### src/rtl/shift_add_mult32.sv
// ---------------------------------------------------------------------------
// shift_add_mult32
//   Sequential unsigned 32x32 shift-and-add multiplier, one partial product
//   accumulated per clock. It serves as the FPU mantissa multiplier.
//   A reset edge starts a new product. The result is final 32 edges later.
//
// Ports
//   clk   in   1   clock, rising edge
//   reset in   1   synchronous active-high; clears state and starts a product
//   opA   in  32   multiplicand (unsigned, must stay stable until done)
//   opB   in  32   multiplier   (unsigned, must stay stable until done)
//   res   out 65   {1'b0, accumulator}
//   done  out  1   high once all 32 partial products have been accumulated
//
// Also contains the datapath primitives: adder64, and64,
// barrel_shifter32 and barrel_shifter64.
// ---------------------------------------------------------------------------

// 64-bit combinational adder; the carry-out is dropped.
module adder64 (
    input  logic [63:0] i_a,
    input  logic [63:0] i_b,
    output logic [63:0] o_sum
);
    assign o_sum = i_a + i_b;
endmodule

// ANDs a 64-bit vector with a broadcast enable bit.
module and64 (
    input  logic [63:0] i_data,
    input  logic        i_en,
    output logic [63:0] o_data
);
    assign o_data = i_data & {64{i_en}};
endmodule

// Logical barrel shifter, 32-bit. i_dir: 1 = right, 0 = left. Zero fill.
module barrel_shifter32 (
    input  logic [31:0] i_data,
    input  logic [4:0]  i_amt,
    input  logic        i_dir,
    output logic [31:0] o_data
);
    logic [5:0][31:0] w_stage;

    assign w_stage[0] = i_data;

    // Stage gi shifts by 2**gi when the matching amount bit is set.
    genvar gi;
    generate
        for (gi = 0; gi < 5; gi++) begin : g_stage
            localparam int SH = 1 << gi;
            assign w_stage[gi+1] = !i_amt[gi] ? w_stage[gi] :
                                   (i_dir ? (w_stage[gi] >> SH) : (w_stage[gi] << SH));
        end
    endgenerate

    assign o_data = w_stage[5];
endmodule

// Logical barrel shifter, 64-bit data and 5-bit amount (0..31).
module barrel_shifter64 (
    input  logic [63:0] i_data,
    input  logic [4:0]  i_amt,
    input  logic        i_dir,
    output logic [63:0] o_data
);
    logic [5:0][63:0] w_stage;

    assign w_stage[0] = i_data;

    genvar gi;
    generate
        for (gi = 0; gi < 5; gi++) begin : g_stage
            localparam int SH = 1 << gi;
            assign w_stage[gi+1] = !i_amt[gi] ? w_stage[gi] :
                                   (i_dir ? (w_stage[gi] >> SH) : (w_stage[gi] << SH));
        end
    endgenerate

    assign o_data = w_stage[5];
endmodule

module shift_add_mult32 (
    input  logic        clk,
    input  logic        reset,
    input  logic [31:0] opA,
    input  logic [31:0] opB,
    output logic [64:0] res,
    output logic        done
);
    logic [5:0]  r_step;
    logic [63:0] r_acc;

    logic [4:0]  w_ct;
    logic [63:0] w_a_sh;
    logic [31:0] w_b_sh;
    logic [63:0] w_partial;
    logic [63:0] w_sum;
    logic        w_unused_bsh;

    // The step counter doubles as the shift amount for both operands.
    assign w_ct = r_step[4:0];

    barrel_shifter64 u_shift_a (
        .i_data ({32'd0, opA}),
        .i_amt  (w_ct),
        .i_dir  (1'b0),
        .o_data (w_a_sh)
    );

    barrel_shifter32 u_shift_b (
        .i_data (opB),
        .i_amt  (w_ct),
        .i_dir  (1'b1),
        .o_data (w_b_sh)
    );

    // Only the LSB of the shifted multiplier selects the partial product.
    assign w_unused_bsh = ^w_b_sh[31:1];

    and64 u_gate (
        .i_data (w_a_sh),
        .i_en   (w_b_sh[0]),
        .o_data (w_partial)
    );

    adder64 u_add (
        .i_a   (r_acc),
        .i_b   (w_partial),
        .o_sum (w_sum)
    );

    // r_step[5] is set only at 32, the terminal count. Once it is set, the
    // accumulator and the counter both hold.
    always_ff @(posedge clk) begin
        if (reset) begin
            r_step <= 6'd0;
            r_acc  <= 64'd0;
        end else if (!r_step[5]) begin
            r_step <= r_step + 6'd1;
            r_acc  <= w_sum;
        end
    end

    assign done = (r_step == 6'd32);
    assign res  = {1'b0, r_acc};
endmodule

### config.mk
export PLATFORM = sky130hd
export DESIGN_NAME = shift_add_mult32
export DESIGN_NICKNAME = d
export VERILOG_FILES = /design/src/rtl/shift_add_mult32.sv
export SDC_FILE = /design/constraint.sdc
export NUM_CORES = 1
export LEC_CHECK = 0
export CAP_MARGIN = 10
export CORE_MARGIN = 8
export CORE_UTILIZATION = 32
export DETAILED_ROUTE_END_ITERATION = 6
export PLACE_DENSITY_LB_ADDON = 0.05
export SYNTH_ARGS = -nofsm -noshare
export SYNTH_HDL_FRONTEND = slang
export SYNTH_SLANG_ARGS = --single-unit
### constraint.sdc
create_clock -name clk -period 12.3 [get_ports clk]
set_clock_uncertainty 0.15 [all_clocks]
set_input_delay 3.075 -clock clk [delete_from_list [all_inputs] [get_ports clk]]
set_output_delay 3.075 -clock clk [all_outputs]
set_load 0.01 [all_outputs]
==> flow_summary.json, run 1 <==
{
  "syn-num-nets": 1271,
  "cap_viol_max_count": 0,
  "vias_per_cell": 5.49,
  "cts_setup_buffers": 0,
  "grt_max_degree": 59,
  "combPwrFrac": 0.566,
  "synth_area_leaders": "dfxtp_1 17%, ha_1 9.7%, mux4_2 8.6%, nor2_1 7.5%, a21oi_1 6.2%",
  "synth_top_area_share": 0.166,
  "setup_tns_ns": 0,
  "ys_ff_latch": 70,
  "die_y_um": 178,
  "yosysTopAreaCell": "dfxtp_1",
  "port_buffers": 130,
  "gp_congestion": 0.872,
  "worstSetupPathType": "primary input to flip-flop",
  "io_pins": 132,
  "vdd_drop_max_mv": 0.0952,
  "final_util": 0.391,
  "end_kind": "flip-flop",
  "grtUsageTotal": 0.191,
  "p_clk_frac": 0.187,
  "power.switching_w": 0.000586,
  "tritoncts": "done",
  "rows": 59,
  "p_per_area_nw_per_um2": 134,
  "nNetsFinal": 1340,
  "drc": 0,
  "setup_violations": 0,
  "path_clk_slew_ns": 0.07,
  "grt_pass1_wl_mm": 47.7,
  "period_share": 0.679,
  "async_flop_share": 0,
  "ant_nets": 0,
  "finalCriticalPeriod_ns": 8.35,
  "ys_seq_area_frac": 0.166,
  "hold_class": "flip-flop to flip-flop",
  "drtIter0Drc": 638,
  "power_frac_seq": 0.247,
  "area_delta_synth_final_pct": 20.6,
  "slew_headroom": 0.374,
  "die_w_um": 178,
  "htree_num_levels": 3,
  "synth_edf_count": 0,
  "start_util": 0.324,
  "ctsHoldBuffers": 0,
  "max_freq_mhz": 120,
  "drv_slew": 0,
  "hpwl_mm": 24.1,
  "synth.cell_area_um2": 8430,
  "diodes": 0,
  "clk_latency_ns": 0.35,
  "vias": 8481,
  "cts_inserted_buffers": 9,
  "core_um2": 26000,
  "synth_ff_type": "dfxtp_1",
  "dieArea_um2": 31800,
  "clk_path_buf_depth": 2,
  "rsz0062_at_grt": "false",
  "drt_wl_total_mm": 30.6,
  "arrival_ns": 8.44,
  "ys_types": 67,
  "yosysWarnings": 0,
  "drive_gt1_frac": 0.0752,
  "antenna_found_initial": 0,
  "hold_violations": 0,
  "grt-ovfl-total": 0,
  "switching_share": 0.431,
  "critPathLaunchType": "primary input",
  "drtPass1Iterations": 5,
  "p_int_w": 0.000774,
  "status": "completed",
  "path_max_fanout": 31,
  "synth_cells": 1139,
  "syn_area_per_cell_um2": 7.40,
  "drt-wirelength-per-cell_um": 19.8,
  "cts-root-buf": "clkbuf_16",
  "worst-slew-pin-transition_ns": 0.928,
  "cts_resized": 0,
  "p_leak_nw": 3.89,
  "cts.sinks": 70,
  "required_ns": 12.39,
  "grt_pass1_vias": 8476
}
==> worst max-delay path, stage by stage <==
cell	delay [ns]
clkdlybuf4s50_1	0.40
mux4_2	0.46
mux4_2	0.50
nand2_1	0.33
and2_0	0.18
buf_4	0.28
nor2_1	0.14
ha_1	0.46
nand2_1	0.16
o21ai_0	0.29
a221oi_1	0.16
o311ai_0	0.83
o211ai_2	0.22
a21oi_2	0.24
a211oi_2	0.15
and4_1	0.22
or3_1	0.33
==> flip-flops by register name (all words and copies together), names as in the netlist <==
name    count
r_acc      64
r_step      6
==> cell families after synthesis <==
kind of cell | after synthesis | synth area share
other | 1 | 0.000445
AO/OA/AOI/OAI | 340 | 0.257
adder cells (fa/ha/maj) | 66 | 0.0989
multiplexers | 91 | 0.159
XOR/XNOR | 52 | 0.0540
flip-flops | 70 | 0.166
buffers and inverters | 108 | 0.0508
AND/OR/NAND/NOR | 411 | 0.213
==> cell usage after synthesis, types with 2 or more instances <==
| master | instances |
|---|---|
| o211ai_1 | 9 |
| o2111a_1 | 3 |
| and3_1 | 11 |
| mux2i_1 | 36 |
| nor2b_1 | 17 |
| dfxtp_1 | 70 |
| a211oi_1 | 19 |
| and2_1 | 4 |
| buf_1 | 9 |
| inv_1 | 23 |
| a31oi_1 | 13 |
| a211o_1 | 3 |
| nand4_1 | 23 |
| xnor2_1 | 30 |
| ha_1 | 65 |
| mux2_2 | 23 |
| nor4_1 | 2 |
| clkbuf_1 | 59 |
| o21a_1 | 9 |
| nand3b_1 | 2 |
| a221o_1 | 6 |
| o311ai_0 | 4 |
| o21ai_1 | 2 |
| o21bai_1 | 12 |
| nand3_1 | 18 |
| a22oi_1 | 14 |
| nand2_1 | 131 |
| nor2_1 | 168 |
| a221oi_1 | 3 |
| o22a_1 | 6 |
| a21oi_1 | 105 |
| o31ai_1 | 5 |
| a21boi_0 | 3 |
| a21o_1 | 31 |
| buf_2 | 15 |
| o21ai_0 | 76 |
| nand2b_1 | 9 |
| mux4_2 | 32 |
| o22ai_1 | 2 |
| or3_1 | 4 |
| nor3_1 | 16 |
| xor2_1 | 22 |
==> final timing paths <==
check,startpoint,endpoint,slack [ns],cells after the start
hold / removal,r_acc[41],r_acc[41],0.33,2
setup reg to reg,r_step[0],r_acc[59],5.99,17
hold reg to reg,r_acc[41],r_acc[41],0.33,2
setup / recovery,opB[23],r_acc[59],3.95,17
==> placed cells by master, fill, tap and decap left out, drive strengths merged, types with 4 or more instances in the layout <==
master and count:
o21bai 12, inv 23, or3 4, buf 13, o31ai 5, a211oi 20, clkdlybuf4s50 129, o311ai 4
nor3 16, o21ai 78, mux2 23, nand4 23, xnor2 30, nand2b 9, mux2i 36, o21a 9
o22a 6, mux4 32, xor2 22, and3 11, and2 5, nor2b 17, nor2 168, a31oi 13
nand3 18, a22oi 14, nand2 131, clkbuf 11, a21oi 106, a221o 6, o211ai 10, a21o 31
dfxtp 70, ha 65
==> metrics by stage <==
stage / hold slack [ns] / instance area [um^2] / cells / total power (W) / setup slack [ns]
floorplan: 0.348 / 8430 / 1139 / 0.000841 / 5.09
global placement: 0.327 / 9900 / 1532 / 0.00112 / 3.69
detailed placement: 0.330 / 9900 / 1532 / 0.00111 / 3.65
CTS: 0.342 / 10200 / 1545 / 0.00137 / 4.00
global route: 0.361 / 10200 / 1545 / 0.00147 / 3.69
finish: 0.335 / 10200 / 1545 / 0.00136 / 3.95
==> per-layer routing <==
layer | up-vias | part of all wire | GRT usage
li1 | 4305 | - | -
met1 | 3972 | 0.46 | 0.241
met2 | 175 | 0.49 | 0.338
met3 | 29 | 0.033 | 0.0222
met4 | 0 | 0.014 | 0.0475
met5 | - | 0 | 0
==> power by group through the flow <==
stage,Clock [W],Sequential [W],Combinational (W)
after floorplan,0,0.000346,0.000495
after global placement,0,0.000342,0.000773
after detailed placement,0,0.000341,0.000766
after CTS,0.000263,0.000337,0.000772
after global routing,0.000270,0.000345,0.000850
final,0.000254,0.000336,0.000770
==> layout make-up <==
class	count	area [um^2]
repair buffers	142	1390
inverters	24	90.1
well taps	335	419
multi-input cells	961	6600
flip-flops and latches	70	1410
fillers	2782	15800
clock inverters	2	10.0
clock buffers	11	253
Power figures use the tool's default switching activity.
==> run 2: changes to the inputs <==
Clock period 12.3 ns to 8 ns, I/O delays scaled along.
==> run 2 against run 1 <==
Hold slack improved by 0.0033 ns. Wire length rose by 0.36%. First-iteration DRC count fell by 4.1%. Critical endpoint unchanged. Largest cell class unchanged. Highest routed layer unchanged.
==> flow_summary.json, run 2 (same netlist as run 1, synthesis figures left out) <==
{
  "gp_congestion": 0.875,
  "wl_met1_mm": 13.9,
  "required_ns": 8.09,
  "rows": 59,
  "drtPass1Iterations": 7,
  "clk_latency_ns": 0.35,
  "max_freq_mhz": 136,
  "clk_path_buf_depth": 2,
  "antenna_found_initial": 1,
  "path_clk_slew_ns": 0.07,
  "largest_register_ffs": 64,
  "grt-ovfl-total": 0,
  "met3_length_mm": 1.09,
  "largestRegisters": "r_acc x64, r_step x6",
  "grt_pass1_wl_mm": 48.5,
  "mostFrequentLayoutCells": "167 x nor2_1, 131 x nand2_1, 129 x clkdlybuf4s50_1, 105 x a21oi_1, 76 x o21ai_0",
  "ant_nets": 0,
  "drtIter0Drc": 612,
  "hold_class": "flip-flop to flip-flop",
  "grt_max_degree": 59,
  "die_w_um": 178,
  "cts_inserted_buffers": 9,
  "vdd_drop_max_mv": 0.147,
  "setup_tns_ns": 0,
  "grtUsageTotal": 0.194,
  "die_y_um": 178,
  "period_share": 0.920,
  "finalCriticalPeriod_ns": 7.36,
  "start_util": 0.324,
  "critPathLaunchType": "primary input",
  "worstSetupPathType": "primary input to flip-flop",
  "route.met2.wl_mm": 15.0,
  "dr.max_layer_used": "met4",
  "largest-register": "r_acc",
  "drt-wirelength-per-cell_um": 19.8,
  "slew_headroom": 0.326,
  "grt_pass1_vias": 8652,
  "drc": 0,
  "core_um2": 26000,
  "cts.sinks": 70,
  "vias": 8557,
  "path_max_fanout": 31,
  "worst-slew-pin-transition_ns": 0.998,
  "fin_cells": 1554,
  "port_buffers": 130,
  "cts_setup_buffers": 0,
  "io_pins": 132,
  "arrival_ns": 7.45,
  "end_kind": "flip-flop",
  "area_delta_synth_final_pct": 21.3,
  "dieArea_um2": 31800,
  "hpwl_mm": 24.2,
  "rsz0062_at_grt": "false",
  "tritoncts": "done",
  "ctsHoldBuffers": 0,
  "drive_gt1_frac": 0.0813,
  "nNetsFinal": 1345,
  "cts-root-buf": "clkbuf_16",
  "p_per_area_nw_per_um2": 206,
  "drv_slew": 0,
  "hold_violations": 0,
  "cap_viol_max_count": 0,
  "htree_num_levels": 3,
  "dp.cells": 1537,
  "status": "completed",
  "fillers": 2787,
  "cts_resized": 0,
  "final_common_cell": "nor2_1",
  "p_leak_nw": 3.91,
  "setup_violations": 0,
  "vias_per_cell": 5.51,
  "drt_wl_total_mm": 30.7
}
-- run 2: cell type report --
cell class | count | area (um^2) | area share
Antenna cell | 1 | 2.50 | 0.000245
Clock inverter | 6 | 37.5 | 0.00367
Sequential cell | 70 | 1410 | 0.138
Clock buffer | 10 | 239 | 0.0234
Inverter | 24 | 90.1 | 0.00882
Timing Repair Buffer | 147 | 1420 | 0.139
Tap cell | 335 | 419 | 0.0410
Multi-Input combinational cell | 961 | 6600 | 0.646
-- run 2: worst max-delay path, cell delays in order --
cell and delay, ns:
clkdlybuf4s50_1 0.40, mux4_2 0.47, mux4_2 0.50, nand2_1 0.36, and2_0 0.19, buf_4 0.28
nor2_1 0.15, ha_1 0.44, nand2_1 0.15, o21ai_0 0.29, a221oi_1 0.15, o311ai_0 0.88
o211ai_2 0.22, a21oi_2 0.24, a211oi_2 0.15, and4_1 0.22, or3_1 0.33
-- run 2: power breakdown --
part           internal [W]  leakage, nW  switching [W]
logic              0.000542         3.20       0.000635
clock network      0.000217        0.130       0.000182
registers          0.000431        0.573      0.0000975
-- run 2: metrics by stage --
step | utilization | hold WS (ns) | setup slack (ns) | power (W) | instance area (um^2)
after global routing | 0.393 | 0.354 | 0.335 | 0.00228 | 10200
after global placement | 0.383 | 0.325 | 0.451 | 0.00172 | 9940
final | 0.393 | 0.338 | 0.638 | 0.00210 | 10200
after detailed placement | 0.383 | 0.334 | 0.392 | 0.00171 | 9940
after CTS | 0.393 | 0.345 | 0.737 | 0.00213 | 10200
after floorplan | - | 0.348 | 1.87 | 0.00129 | 8430
-- run 2: final timing paths --
| check | slack [ns] | cells past startpoint | from | endpoint |
|---|---|---|---|---|
| min reg2reg | 0.34 | 2 | r_acc[38] | r_acc[38] |
| max reg2reg | 1.61 | 16 | r_step[0] | r_acc[59] |
| min | 0.34 | 2 | r_acc[38] | r_acc[38] |
| max | 0.64 | 17 | opB[22] | r_acc[59] |
-- run 2: metal layers --
layer | track usage | vias up
li1 | - | 4317
met1 | 0.242 | 4017
met2 | 0.339 | 179
met3 | 0.0282 | 44
met4 | 0.0579 | 0
met5 | 0 | -
